File: src/rtl/ascon_ctrl_fsm.sv
// Control FSM for ASCON-AEAD128 encryption: one permutation round per clock,
// sequencing initialisation, AD absorption, PT encryption and finalisation.
module ascon_ctrl_fsm #(
    parameter int BLK_W = 8
) (
    input  logic             clock_i,
    input  logic             reset_i,
    input  logic             start_i,
    input  logic [BLK_W-1:0] ad_blocks_i,
    input  logic [BLK_W-1:0] pt_blocks_i,
    input  logic             data_valid_i,
    output logic             data_ready_o,
    output logic [3:0]       round_o,
    output logic             enable_o,
    output logic             sel_mux_o,
    output logic             ena_xor_up_o,
    output logic             ena_xor_down_o,
    output logic [1:0]       sel_xor_down_o,
    output logic             cipher_valid_o,
    output logic             tag_valid_o,
    output logic             busy_o,
    output logic             err_o
);

    typedef enum logic [2:0] {
        S_IDLE    = 3'd0,
        S_INIT    = 3'd1,
        S_AD_WAIT = 3'd2,
        S_AD_PERM = 3'd3,
        S_PT_WAIT = 3'd4,
        S_PT_PERM = 3'd5,
        S_FINAL   = 3'd6,
        S_DONE    = 3'd7
    } state_e;

    localparam logic [3:0]       LAST_ROUND = 4'd11;
    localparam logic [BLK_W-1:0] CNT_ZERO   = BLK_W'(0);
    localparam logic [BLK_W-1:0] CNT_ONE    = BLK_W'(1);
    localparam logic [BLK_W-1:0] CNT_TWO    = BLK_W'(2);

    state_e           state_q, state_d;
    logic [3:0]       round_q, round_d;
    logic [BLK_W-1:0] ad_cnt_q, ad_cnt_d;
    logic [BLK_W-1:0] pt_cnt_q, pt_cnt_d;
    logic             start_ok_s;

    assign start_ok_s = (ad_blocks_i != CNT_ZERO) && (pt_blocks_i >= CNT_TWO);

    // State and counter registers
    always_ff @(posedge clock_i) begin
        if (reset_i) begin
            state_q  <= S_IDLE;
            round_q  <= 4'd0;
            ad_cnt_q <= CNT_ZERO;
            pt_cnt_q <= CNT_ZERO;
        end else begin
            state_q  <= state_d;
            round_q  <= round_d;
            ad_cnt_q <= ad_cnt_d;
            pt_cnt_q <= pt_cnt_d;
        end
    end

    // Next-state, round and block-counter logic
    always_comb begin
        state_d  = state_q;
        round_d  = round_q;
        ad_cnt_d = ad_cnt_q;
        pt_cnt_d = pt_cnt_q;
        case (state_q)
            S_IDLE: begin
                if (start_i && start_ok_s) begin
                    state_d  = S_INIT;
                    round_d  = 4'd0;
                    ad_cnt_d = ad_blocks_i;
                    pt_cnt_d = pt_blocks_i;
                end else begin
                    state_d = S_IDLE;
                end
            end
            S_INIT: begin
                if (round_q == LAST_ROUND) begin
                    state_d = S_AD_WAIT;
                    round_d = 4'd0;
                end else begin
                    round_d = round_q + 4'd1;
                end
            end
            S_AD_WAIT: begin
                if (data_valid_i) begin
                    state_d  = S_AD_PERM;
                    round_d  = 4'd5;
                    ad_cnt_d = (ad_cnt_q != CNT_ZERO) ? ad_cnt_q - CNT_ONE : CNT_ZERO;
                end else begin
                    state_d = S_AD_WAIT;
                end
            end
            S_AD_PERM: begin
                // Counter already decremented: zero means the last AD block just went in
                if (round_q == LAST_ROUND) begin
                    round_d = 4'd0;
                    state_d = (ad_cnt_q == CNT_ZERO) ? S_PT_WAIT : S_AD_WAIT;
                end else begin
                    round_d = round_q + 4'd1;
                end
            end
            S_PT_WAIT: begin
                if (data_valid_i) begin
                    pt_cnt_d = (pt_cnt_q != CNT_ZERO) ? pt_cnt_q - CNT_ONE : CNT_ZERO;
                    if (pt_cnt_q == CNT_ONE) begin
                        state_d = S_FINAL;
                        round_d = 4'd1;
                    end else begin
                        state_d = S_PT_PERM;
                        round_d = 4'd5;
                    end
                end else begin
                    state_d = S_PT_WAIT;
                end
            end
            S_PT_PERM: begin
                if (round_q == LAST_ROUND) begin
                    state_d = S_PT_WAIT;
                    round_d = 4'd0;
                end else begin
                    round_d = round_q + 4'd1;
                end
            end
            S_FINAL: begin
                if (round_q == LAST_ROUND) begin
                    state_d = S_DONE;
                    round_d = 4'd0;
                end else begin
                    round_d = round_q + 4'd1;
                end
            end
            S_DONE: begin
                state_d = S_IDLE;
                round_d = 4'd0;
            end
            default: begin
                state_d = S_IDLE;
                round_d = 4'd0;
            end
        endcase
    end

    // Datapath control and handshake outputs
    always_comb begin
        data_ready_o   = 1'b0;
        round_o        = 4'd0;
        enable_o       = 1'b0;
        sel_mux_o      = 1'b1;
        ena_xor_up_o   = 1'b0;
        ena_xor_down_o = 1'b0;
        sel_xor_down_o = 2'b00;
        cipher_valid_o = 1'b0;
        tag_valid_o    = 1'b0;
        busy_o         = 1'b0;
        err_o          = 1'b0;
        case (state_q)
            S_IDLE: begin
                err_o = start_i && !start_ok_s && !reset_i;
            end
            S_INIT: begin
                busy_o    = 1'b1;
                enable_o  = 1'b1;
                round_o   = round_q;
                sel_mux_o = (round_q != 4'd0);
                if (round_q == LAST_ROUND) begin
                    ena_xor_down_o = 1'b1;
                    sel_xor_down_o = 2'b00;
                end else begin
                    ena_xor_down_o = 1'b0;
                end
            end
            S_AD_WAIT: begin
                busy_o       = 1'b1;
                data_ready_o = 1'b1;
                if (data_valid_i) begin
                    enable_o     = 1'b1;
                    ena_xor_up_o = 1'b1;
                    round_o      = 4'd4;
                end else begin
                    enable_o = 1'b0;
                end
            end
            S_AD_PERM: begin
                busy_o   = 1'b1;
                enable_o = 1'b1;
                round_o  = round_q;
                if ((round_q == LAST_ROUND) && (ad_cnt_q == CNT_ZERO)) begin
                    ena_xor_down_o = 1'b1;
                    sel_xor_down_o = 2'b01;
                end else begin
                    ena_xor_down_o = 1'b0;
                end
            end
            S_PT_WAIT: begin
                busy_o       = 1'b1;
                data_ready_o = 1'b1;
                if (data_valid_i) begin
                    enable_o       = 1'b1;
                    ena_xor_up_o   = 1'b1;
                    cipher_valid_o = 1'b1;
                    round_o        = (pt_cnt_q == CNT_ONE) ? 4'd0 : 4'd4;
                end else begin
                    enable_o = 1'b0;
                end
            end
            S_PT_PERM: begin
                busy_o   = 1'b1;
                enable_o = 1'b1;
                round_o  = round_q;
                // Finalisation key lands early; it commutes with the last block's xor_up
                if ((round_q == LAST_ROUND) && (pt_cnt_q == CNT_ONE)) begin
                    ena_xor_down_o = 1'b1;
                    sel_xor_down_o = 2'b10;
                end else begin
                    ena_xor_down_o = 1'b0;
                end
            end
            S_FINAL: begin
                busy_o   = 1'b1;
                enable_o = 1'b1;
                round_o  = round_q;
                if (round_q == LAST_ROUND) begin
                    ena_xor_down_o = 1'b1;
                    sel_xor_down_o = 2'b11;
                end else begin
                    ena_xor_down_o = 1'b0;
                end
            end
            S_DONE: begin
                tag_valid_o = 1'b1;
            end
            default: begin
                busy_o = 1'b0;
            end
        endcase
    end

endmodule

File: config.mk
export PLATFORM = sky130hd
export DESIGN_NAME = ascon_ctrl_fsm
export DESIGN_NICKNAME = d
export VERILOG_FILES = /design/src/rtl/ascon_ctrl_fsm.sv
export SDC_FILE = /design/constraint.sdc
export NUM_CORES = 1
export LEC_CHECK = 0
export ABC_AREA = 1
export ABC_CLOCK_PERIOD_IN_PS = 1500
export CORE_MARGIN = 5
export CORE_UTILIZATION = 44
export DETAILED_ROUTE_END_ITERATION = 10
export PLACE_DENSITY = 0.72
export SETUP_SLACK_MARGIN = 0.5
export SLEW_MARGIN = 20
export SYNTH_ARGS = -nofsm -noshare
export SYNTH_HDL_FRONTEND = slang
export SYNTH_SLANG_ARGS = --single-unit
export TNS_END_PERCENT = 50
File: constraint.sdc
create_clock -name clock_i -period 1.5 [get_ports clock_i]
set_clock_uncertainty 0.15 [all_clocks]
set_input_delay 0.375 -clock clock_i [delete_from_list [all_inputs] [get_ports clock_i]]
set_output_delay 0.375 -clock clock_i [all_outputs]
set_load 0.01 [all_outputs]
==> flow_metrics.env <==
export IMPL_critical_path_required_ps=970
export IMPL_synth_top_area_cell="dfxtp_1"
export IMPL_clkTransAtPathRegs_ps=100
export IMPL_synthesis_instances=314
export IMPL_clk_latency_ps=280
export IMPL_numCtsBuffers=3
export IMPL_placed_cell_area_um2=2830
export IMPL_syn2layout_area_growth_pct=83.9
export IMPL_portBuffers=34
export IMPL_num_fill_cells=219
export IMPL_instances_no_fill=487
export IMPL_syn_area_um2=1840
export IMPL_ys_ff_latch=23
export IMPL_synth_most_common_cell="nand2_1"
export IMPL_post_route_drc_count=0
export IMPL_p_per_area_nw_per_um2=1650
export IMPL_busiest_layer="met2"
export IMPL_synth_edf_count=0
export IMPL_cp_arrival_ps=1480
export IMPL_vias_per_cell=5.43
export IMPL_multiInputGateArea_um2=1580
export IMPL_maxSlewViolCount=0
export IMPL_synth_compound_area_share_pct=12.0
export IMPL_yosysSeqAreaShare_pct=25.0
export IMPL_gr_total_overflow=0
export IMPL_clockBufferDepth=2
export IMPL_tightest_slew_ps=265
export IMPL_setup_slack_ps=-508
export IMPL_ios=35
export IMPL_hold_start="pt_blocks_i[7]"
export IMPL_synth_cell_types=27
export IMPL_synthAdderAreaFrac_pct=4.08
export IMPL_drt_first_pass_iters=5
export IMPL_ir_drop_v=0.000976
export IMPL_met2_usage_pct=48.1
export IMPL_tns_ps=-11440
export IMPL_fp_coreArea_um2=4030
export IMPL_violations="setup timing"
export IMPL_rr_startpoint="state_q[0]"
export IMPL_ys_flop_type="dfxtp_1"
export IMPL_die_area_um2=5570
export IMPL_diodes=0
export IMPL_startpoint_type="register"
export IMPL_fmax_mhz=498
export IMPL_seqCellArea_um2=487
export IMPL_p_total_mw=5.59
export IMPL_cts_sinks=23
export IMPL_groute_usage_overall_pct=25.0
export IMPL_dp_hpwl_mm=4.14
export IMPL_routed_wl_mm=7.90
export IMPL_grt_first_pass_wirelength_mm=10.8
export IMPL_endpoint_kind="output pin"
export IMPL_fin_util_pct=84.0
export IMPL_htreeDepth=1
export IMPL_cts_tree="done"
export IMPL_rsz0062_at_grt="yes"
export IMPL_synth_top_family_by_area="simple AND/OR/NAND/NOR gates"
export IMPL_drtAntennaViolNets=0
export IMPL_hp_class="in2reg"
export IMPL_die_h_um=74.7
export IMPL_hold_viol_final=0
export IMPL_vias=2644
export IMPL_use_met1_pct=27.2
export IMPL_hold_worst_slack_ps=381
export IMPL_hold_buffers=0
export IMPL_ys_top_cells_by_area="dfxtp_1 25%, nand2_1 16%, nor2_1 14%"
export IMPL_synth_warnings=0
export IMPL_grt_pass1_vias=2519
export IMPL_antenna_found_initial=0
export IMPL_grt_max_degree=20
export IMPL_crit_start="state_q[0]"
export IMPL_placedCellCount=457
export IMPL_num_rows=23
export IMPL_wl_per_cell_um=16.2
export IMPL_drtIter0Drc=250
export IMPL_status="finished, violations left"
export IMPL_drv_cap=0
export IMPL_synth_simple_gate_area_share_pct=44.6
export IMPL_period_needed_ps=2010
export IMPL_setup_viol=37
export IMPL_layout_nets=464
export IMPL_chipWidth_um=74.7
export IMPL_syn_nets=340
export IMPL_timing_final_crit_share_pct=134
export IMPL_start_util_pct=45.7
export IMPL_cts_root_buf="clkbuf_8"
export IMPL_synth_xor_area_share_pct=3.33
export IMPL_async_flop_share_pct=0
export IMPL_slew_headroom_pct=82.2
export IMPL_p_leak_nw=1.71
export IMPL_avgSynthCellArea_um2=5.86
export IMPL_crit_type="reg2out"
export IMPL_synthDominantCellAreaShare_pct=25.0
export IMPL_grt_util_met3_pct=2.80
export IMPL_place_gp_congestion=0.870
export IMPL_muxShareOfSynthArea_pct=0
export IMPL_dp_slack_ps=-857
export IMPL_path_max_fanout=5
export IMPL_stdcell_area_um2=3380
export IMPL_drive_gt1_share_pct=51.5
export IMPL_netlist_top_cells_count="76 x nand2_1, 67 x nor2_1, 42 x inv_1"
cell type report:
cell class / instances / share of cell area (%)
Clock inverter: 1 / 0.148
Inverter: 48 / 5.99
Sequential cell: 23 / 14.4
Tap cell: 50 / 1.85
Clock buffer: 3 / 1.22
Timing Repair Buffer: 120 / 29.7
Multi-Input combinational cell: 242 / 46.7
path summary, 6_finish.rpt:
| path | endpoint | slack, ps | cells past startpoint |
|---|---|---|---|
| setup reg to reg | ad_cnt_q[5] | -380 | 12 |
| setup / recovery | round_o[2] | -510 | 8 |
| hold reg to reg | pt_cnt_q[1] | 390 | 2 |
| hold / removal | pt_cnt_q[7] | 380 | 6 |
power by group:
part           leakage [nW]  internal, mW  switching, mW  total, mW
Sequential            0.196         0.859          0.235       1.09
Clock                0.0255         0.186          0.234      0.421
Combinational          1.49          1.79           2.29       4.07
Total                  1.71          2.83           2.76       5.59
placed cells by master (no fill, tap or decap), types with 3 or more instances in the layout:
master / netlist / layout
nand2_2: 5 / 16
nor2_1: 67 / 45
a21oi_1: 4 / 3
dfxtp_2: 0 / 9
nand3_2: 1 / 4
buf_4: 0 / 67
nand2_1: 76 / 55
xor2_1: 6 / 6
ha_4: 0 / 3
nor2_4: 3 / 15
dlygate4sd2_1: 0 / 10
nor2_2: 3 / 13
o21ai_1: 10 / 8
o21ai_2: 0 / 10
buf_2: 0 / 8
nand3_1: 22 / 15
clkdlybuf4s15_1: 0 / 3
inv_2: 5 / 11
nand2_4: 3 / 14
nand4_1: 5 / 5
dfxtp_4: 0 / 4
nand3_4: 0 / 4
inv_4: 1 / 5
o21ai_0: 22 / 14
inv_1: 42 / 30
dfxtp_1: 23 / 10
ha_1: 6 / 3
buf_6: 1 / 28
clkbuf_8: 0 / 3
kinds of logic after synthesis:
logic type                 count (synthesis)
AOI/OAI and AO/OA                         40
and+or+nand+nor                          187
buffers and inverters                     51
xor gates and xnor gates                   7
adders and majority gates                  6
DFF                                       23
state kept, by name, indices dropped and copies added (netlist names):
register  cells
round_q       4
ad_cnt_q      8
state_q       3
pt_cnt_q      8
critical path, stage by stage, from the launching register on:
cell and delay (ps):
dfxtp_4 390, inv_2 80, nand2_4 70, nor2_4 190, inv_4 70, nand2_4 80, nand2_2 70, o22ai_2 90
buf_2 150
metal layers:
layer | share of wire (%) | vias up | wire (um)
met3 | 7.3 | 54 | 573
met1 | 35 | 1210 | 2800
met4 | 6.7 | 0 | 532
met2 | 51 | 152 | 3990
li1 | - | 1228 | -
met5 | 0 | - | 0
repair_timing:
action,in CTS,in global routing
endpoints found under the setup margin,38,38
pin swaps,38,16
buffers inserted,21,3
gates resized for setup,163,47
endpoints found under the hold margin,0,0
gates cloned,1,1
No activity file was read; power rests on OpenSTA's default activity.
